File: config.mk
export PLATFORM = sky130hd
export DESIGN_NAME = regfile_dump
export DESIGN_NICKNAME = d
export VERILOG_FILES = /design/src/rtl/regfile_dump_pkg.sv /design/src/rtl/regfile_dump.sv
export SDC_FILE = /design/constraint.sdc
export NUM_CORES = 1
export LEC_CHECK = 0
export BUFFER_PORTS_ARGS = -buffer_cell sky130_fd_sc_hd__clkbuf_2
export CAP_MARGIN = 40
export CELL_PAD_IN_SITES_DETAIL_PLACEMENT = 2
export CELL_PAD_IN_SITES_GLOBAL_PLACEMENT = 2
export CORE_ASPECT_RATIO = 0.9
export CORE_MARGIN = 2
export CORE_UTILIZATION = 36
export DETAILED_ROUTE_END_ITERATION = 16
export MAX_ROUTING_LAYER = met4
export PLACE_DENSITY = 0.85
export SLEW_MARGIN = 20
export SYNTH_ARGS = -nofsm -noshare
export SYNTH_HDL_FRONTEND = slang
export SYNTH_SLANG_ARGS = --single-unit
File: constraint.sdc
create_clock -name clk -period 5.6 [get_ports clk]
set_input_delay 0.56 -clock clk [delete_from_list [all_inputs] [get_ports clk]]
set_output_delay 0.56 -clock clk [all_outputs]
set_load 0.02 [all_outputs]
File: src/rtl/regfile_dump_pkg.sv
// Shared register-file constants and the dump scanner state encoding.
// The register file uses the same address/data widths.
package regfile_dump_pkg;

  localparam int REG_ADDR_W = 3;
  localparam int REG_DATA_W = 16;
  localparam int NUM_REGS   = 8;

  typedef enum logic [2:0] {
    IDLE,
    SETTLE_W,
    SEND,
    CSUM,
    DONE
  } state_t;

endpackage

File: src/rtl/regfile_dump.sv
// Register-file dump scanner: walks an address range on one read port and streams words (plus optional checksum).
// Latency: first word valid SETTLE+1 edges after start is sampled; one word per SETTLE+1 cycles with out_ready high.
// Backpressure: word, out_last and rf_addr hold while out_valid && !out_ready; nothing advances until the handshake.
module regfile_dump
  import regfile_dump_pkg::*;
#(
  parameter int DATA_W   = REG_DATA_W,
  parameter int ADDR_W   = REG_ADDR_W,
  parameter int SETTLE   = 1,
  parameter int CHECKSUM = 1
) (
  input  logic              clk,
  input  logic              rst_n,
  input  logic              start,
  input  logic [ADDR_W-1:0] first_addr,
  input  logic [ADDR_W:0]   count,
  output logic              busy,
  output logic [ADDR_W-1:0] rf_addr,
  input  logic [DATA_W-1:0] rf_data,
  output logic              out_valid,
  input  logic              out_ready,
  output logic [DATA_W-1:0] out_data,
  output logic              out_last,
  output logic              done
);

  localparam int CNT_W = ADDR_W + 1;
  localparam int SET_W = (SETTLE > 1) ? $clog2(SETTLE + 1) : 1;

  state_t              r_state;
  logic [ADDR_W-1:0]   r_addr;
  logic [CNT_W-1:0]    r_remaining;
  logic [SET_W-1:0]    r_settle;
  logic [DATA_W-1:0]   r_sum;
  logic [DATA_W-1:0]   r_out_data;
  logic                r_out_valid;
  logic                r_out_last;
  logic                r_busy;
  logic                r_done;
  logic                w_hs;

  assign w_hs = r_out_valid && out_ready;

  always_ff @(posedge clk or negedge rst_n) begin
    if (!rst_n) begin
      r_state     <= IDLE;
      r_addr      <= '0;
      r_remaining <= '0;
      r_settle    <= '0;
      r_sum       <= '0;
      r_out_data  <= '0;
      r_out_valid <= 1'b0;
      r_out_last  <= 1'b0;
      r_busy      <= 1'b0;
      r_done      <= 1'b0;
    end else begin
      r_done <= 1'b0;
      case (r_state)
        IDLE: begin
          if (start) begin
            r_addr      <= first_addr;
            r_remaining <= (count == '0) ? CNT_W'(1 << ADDR_W) : count;
            r_sum       <= '0;
            r_settle    <= SET_W'(SETTLE);
            r_busy      <= 1'b1;
            r_state     <= SETTLE_W;
          end
        end
        SETTLE_W: begin
          r_settle <= r_settle - SET_W'(1);
          if (r_settle == SET_W'(1)) begin
            r_out_data  <= rf_data;
            r_out_valid <= 1'b1;
            r_out_last  <= (r_remaining == CNT_W'(1)) && (CHECKSUM == 0);
            r_state     <= SEND;
          end
        end
        SEND: begin
          if (w_hs) begin
            r_sum       <= r_sum + r_out_data;
            r_remaining <= r_remaining - CNT_W'(1);
            r_out_valid <= 1'b0;
            r_out_last  <= 1'b0;
            if (r_remaining == CNT_W'(1)) begin
              if (CHECKSUM != 0) begin
                // Checksum word includes the word being accepted on this edge.
                r_out_data  <= r_sum + r_out_data;
                r_out_valid <= 1'b1;
                r_out_last  <= 1'b1;
                r_state     <= CSUM;
              end else begin
                r_done  <= 1'b1;
                r_state <= DONE;
              end
            end else begin
              r_addr   <= r_addr + ADDR_W'(1);
              r_settle <= SET_W'(SETTLE);
              r_state  <= SETTLE_W;
            end
          end
        end
        CSUM: begin
          if (w_hs) begin
            r_out_valid <= 1'b0;
            r_out_last  <= 1'b0;
            r_done      <= 1'b1;
            r_state     <= DONE;
          end
        end
        DONE: begin
          r_busy  <= 1'b0;
          r_state <= IDLE;
        end
        default: r_state <= IDLE;
      endcase
    end
  end

  assign busy      = r_busy;
  assign rf_addr   = r_addr;
  assign out_valid = r_out_valid;
  assign out_data  = r_out_data;
  assign out_last  = r_out_last;
  assign done      = r_done;

endmodule

[Yosys cells after proc, flatten, opt, wreduce, memory -nomap -nowiden]
Index checks and enable logic that the tools add are counted.
Storage, ports and cells
  register bits after elaboration: 47
  bits of input ports: 27
  output and inout bits: 23
  logic and storage cells: 75
Cells by class
  add/sub/neg operators: 4
  eq/ne operators: 11
  mux-type cells: 35
  reduce and logical (&&, ||, !) cells: 15
Operator list (count)
  2-to-1 mux 16 bit: 5
  one-hot mux 16 bit (2 select lines): 2
  2-to-1 mux 3 bit: 7
  AND reduction 4 bit: 5
  adder 16 bit: 1
  2-to-1 mux 4 bit: 3
  != test 2 bit, second input constant: 6
  one-hot mux 3 bit (4 select lines): 1
  2-to-1 mux 1 bit: 10
  one-hot mux 1 bit (3 select lines): 3
  one-hot mux 4 bit (2 select lines): 1
  equality test 3 x 2 -> 1 bit, second input constant: 2
  one-hot mux 3 bit (2 select lines): 1
  nonzero test 2 bit: 3
  nonzero test 3 bit: 2
  equality test 4 x 1 -> 1 bit, second input constant: 1
  logical NOT 4 bit: 1
  subtractor 4 x 1 -> 4 bit, second input constant: 1
  adder 3 x 1 -> 3 bit, second input constant: 1
  equality test 3 x 1 -> 1 bit, second input constant: 1
  equality test 3 bit, second input constant: 1
  logical NOT 3 bit: 1
  AND reduction 3 bit: 1
  2-to-1 mux 2 bit: 1
  4 further kinds: 4

[Logic depth before layout (Yosys ltp)]
  depth in word-level cells: 4
  gate-level depth with buffers: 9
  gate-level depth less buffers: 9

[Least setup slack after synthesis]
Ideal clock, no wire load.
  path kind: flip-flop to flip-flop
  start point: reg r_out_data[0], in the netlist out_data[0]
  end point: reg r_out_data[12], in the netlist out_data[12]
  setup time: 0.120 ns
  arrival: 2.290 ns
  data required time: 5.480 ns
  setup slack: 3.191 ns
  stages on the path, launching flop included: 10
  buffers on the path: 0
  clock period less this slack: 2.409 ns
  cells stage by stage: dfrtp_1 > ha_1 > fa_1 > a21o_1 > a21boi_2 > o221ai_2 > a221o_1 > a21oi_2 > xnor2_1 > a31o_1
Between the ends
  word-level cells in the longest chain between the ends: 4
Ends and longest elaborated chain
  from (decl): RTL line regfile_dump.sv:35  | logic [DATA_W-1:0] r_out_data;
  from (signal assigned): RTL line regfile_dump.sv:72  | r_out_data <= rf_data;
  from (signal assigned): RTL line regfile_dump.sv:87  | r_out_data <= r_sum + r_out_data;
  adder 16 bit: RTL line regfile_dump.sv:87
  2-to-1 mux 16 bit: RTL line regfile_dump.sv:84  | if (r_remaining == CNT_W'(1)) begin
  2-to-1 mux 16 bit: RTL line regfile_dump.sv:79  | if (w_hs) begin
  one-hot mux 16 bit (2 select lines): RTL line regfile_dump.sv:58  | case (r_state)
Every way passes these cells. The select of a mux whose other input is x is not followed.
A chain may end at the register's enable or synchronous reset.

[Final worst setup path]
  start point: reg r_out_data[0], in the netlist out_data[0]
  end point: reg r_out_data[14], in the netlist out_data[14]
Same word-level chain as after synthesis.

==> results.toml <==
[run]
cap_viol_max_count = 0

[detailed_routing]
post_drt_via_cell_ratio = 5.70
firstDrtPassIters = 4
drtIter0Drc = 96
wl_per_cell_um = 19.3
vias = 2660
drc = 0
ant_nets = 0
routed_wl_mm = 9.00

[clock_network]
cts_max_level = 2
post_cts_buffers = 0
cts_tree = "done"
root_buffer = "clkbuf_8"
cts-hold-fix-buffers = 0
clkSlewWorstSetupHoldPaths_ns = 0.10
clockBufferDepth = 2
cts_sinks = 47
cts_resized = 0
clock_latency_ns = 0.31
cts_inserted_buffers = 5

[yosys]
synth_top_area_frac = 0.416
ys_ff_latch = 47
synth.most_common_cell = "nand2_1"
synth_edf_count = 0
synth_top_family_by_area = "compound AO/OA/AOI/OAI gates"
synth-compound-area-share = 0.237
syn_area_sq_um = 2830
ys_top_cells_by_area = "dfrtp_1, ha_1, nand2_1, o21ai_0, a21oi_1"
synthAdderAreaFrac = 0.0866
yosysTopAreaCell = "dfrtp_1"
synth_common_cells = "nand2_1, dfrtp_1, o21ai_0"
syn_nets = 371
synthFlopType = "dfrtp_1"
muxShareOfSynthArea = 0.00354
synth_cells = 325
avgSynthCellArea_sq_um = 8.71
synth-seq-area-share = 0.416
synthArstFlopShare = 1.00
synthSimpleGateAreaFrac = 0.183
synth-xor-area-share = 0.0402
yosys_warnings = 0
yosysUniqueCellTypes = 49

[timing]
rsz0062_at_grt = "no"
tightest_slew_ns = 0.650
tns_ns = 0
finalHoldViolCount = 0
fin_crit_sh = 0.469
layout_min_cycle_time_ns = 2.63
slew_headroom = 0.566
slew_violations = 0
setup_viol = 0
max_clock_freq_mhz = 381
timing.hold.ws_ns = 0.353
fin_worst_skew_ns = 0.0124

[global_route]
antenna_found_initial = 0
grt-ovfl-total = 0
grt_start_max_net_pins = 48
grt_pass1_wl_mm = 15.2
grt_pass1_vias = 2946
grt_util_all_layers = 0.229

[pwr]
sw_frac_of_total = 0.248
p_comb_frac = 0.054
intPower_mw = 0.490
seqPwrFrac = 0.527
leakagePower_nw = 1.59
power.total_mw = 0.651
power_density_nw_per_um2 = 198
max-vdd-ir-drop_uv = 92.9
power_switching_mw = 0.162
p_clk_frac = 0.419

[setup_path]
critPathKind = "reg2reg"
path_max_fanout = 3
worstPathArrival_ns = 2.87
r2r_cells = 9
crit_path_end_kind = "flop"
cp-start-kind = "flop"
required_ns = 5.84
r2r_setup_slack_ns = 2.97

[finish]
area_growth_pct = 16.5
final_layout_size_suffix_gt1_frac = 0.199
nets = 416
antenna_cells = 0
fillers = 899
design_area_sq_um = 3300

[floorplanning]
initial_core_util = 0.373
std_cell_rows = 30
dieArea_sq_um = 8590
die_w_um = 97.5
core_sq_um = 7580
die_y_um = 88.1
pin_count = 50

[placement]
placed_area_sq_um = 3180
port_buffers = 49
place_congestion = 0.780
dp_hpwl_mm = 6.40

[worst_hold_path]
min_path_type = "in2async"

[run_status]
status = "finished, final reports clean"
==> cell type report <==
cell class	instances	area, sq um	share of cell area
Multi-Input combinational cell	255	1560	0.473
Sequential cell	47	1180	0.357
Timing Repair Buffer	54	298	0.0903
Tap cell	96	120	0.0364
Clock buffer	5	68.8	0.0209
Clock inverter	3	47.5	0.0144
Inverter	7	26.3	0.00797
==> through the flow <==
stage / util / instances / setup slack [ns]
finish: 0.435 / 467 / 2.97
detailed placement: 0.419 / 459 / 3.08
CTS: 0.435 / 467 / 2.97
global placement: 0.416 / 457 / 3.04
global route: 0.435 / 467 / 2.80
floorplan: - / 325 / 3.19
==> worst max-delay path: stages (launching register included) <==
cell and delay [ns]:
dfrtp_1 0.42, ha_1 0.26, fa_1 0.42, a21o_1 0.22, a21boi_2 0.16, o221ai_2 0.15, a31oi_1 0.33, o21ai_0 0.22
a21bo_1 0.23, a31oi_1 0.16
==> layout by cell type (no fill, tap or decap), drive strengths merged, types with 8 or more instances in the layout <==
| cell | instances |
|---|---|
| clkbuf | 54 |
| a21oi | 33 |
| inv | 8 |
| a31oi | 10 |
| nor3 | 9 |
| nor2 | 26 |
| dfrtp | 47 |
| ha | 18 |
| xnor2 | 8 |
| o21ai | 35 |
| nand2 | 54 |
==> power by group through the flow <==
stage / registers (mW) / logic [mW] / clock network, mW
2_1_floorplan: 0.349 / 0.0139 / 0
3_3_place_gp: 0.350 / 0.0337 / 0
3_5_place_dp: 0.350 / 0.0361 / 0
4_1_cts: 0.343 / 0.0363 / 0.277
5_1_grt: 0.343 / 0.0401 / 0.289
6_report: 0.343 / 0.0353 / 0.273
==> sequential cells by signal, indices dropped and copies added (netlist names) <==
name,cells
busy,1
out_last,1
r_settle,1
rf_addr,3
done,1
out_data,16
r_remaining,4
r_sum,16
out_valid,1
r_state,3
==> kinds of logic (layout without fill, tap and decap cells) <==
kind of cell	count (synthesis)	count (layout)
multiplexers	1	1
adder cells (fa/ha/maj)	19	19
XOR/XNOR	13	13
AND/OR/NAND/NOR	114	114
flip-flops	47	47
buffers and inverters	23	69
AO/OA/AOI/OAI	108	108
==> layer usage <==
layer,track usage,up-vias,part of all wire
li1,-,1253,-
met1,0.283,1348,0.46
met2,0.406,47,0.50
met3,0.0295,12,0.028
met4,0.0505,0,0.014
met5,-,-,0
==> path summary, 6_finish.rpt <==
kind,from,to
max,out_data[0],out_data[14]
min,rst_n,rf_addr[2]
max reg2reg,out_data[0],out_data[14]
min reg2reg,r_sum[2],r_sum[2]
max in group asynchronous,rst_n,r_sum[7]
min in group clk,rf_data[3],out_data[3]
Power figures use the tool's default switching activity.
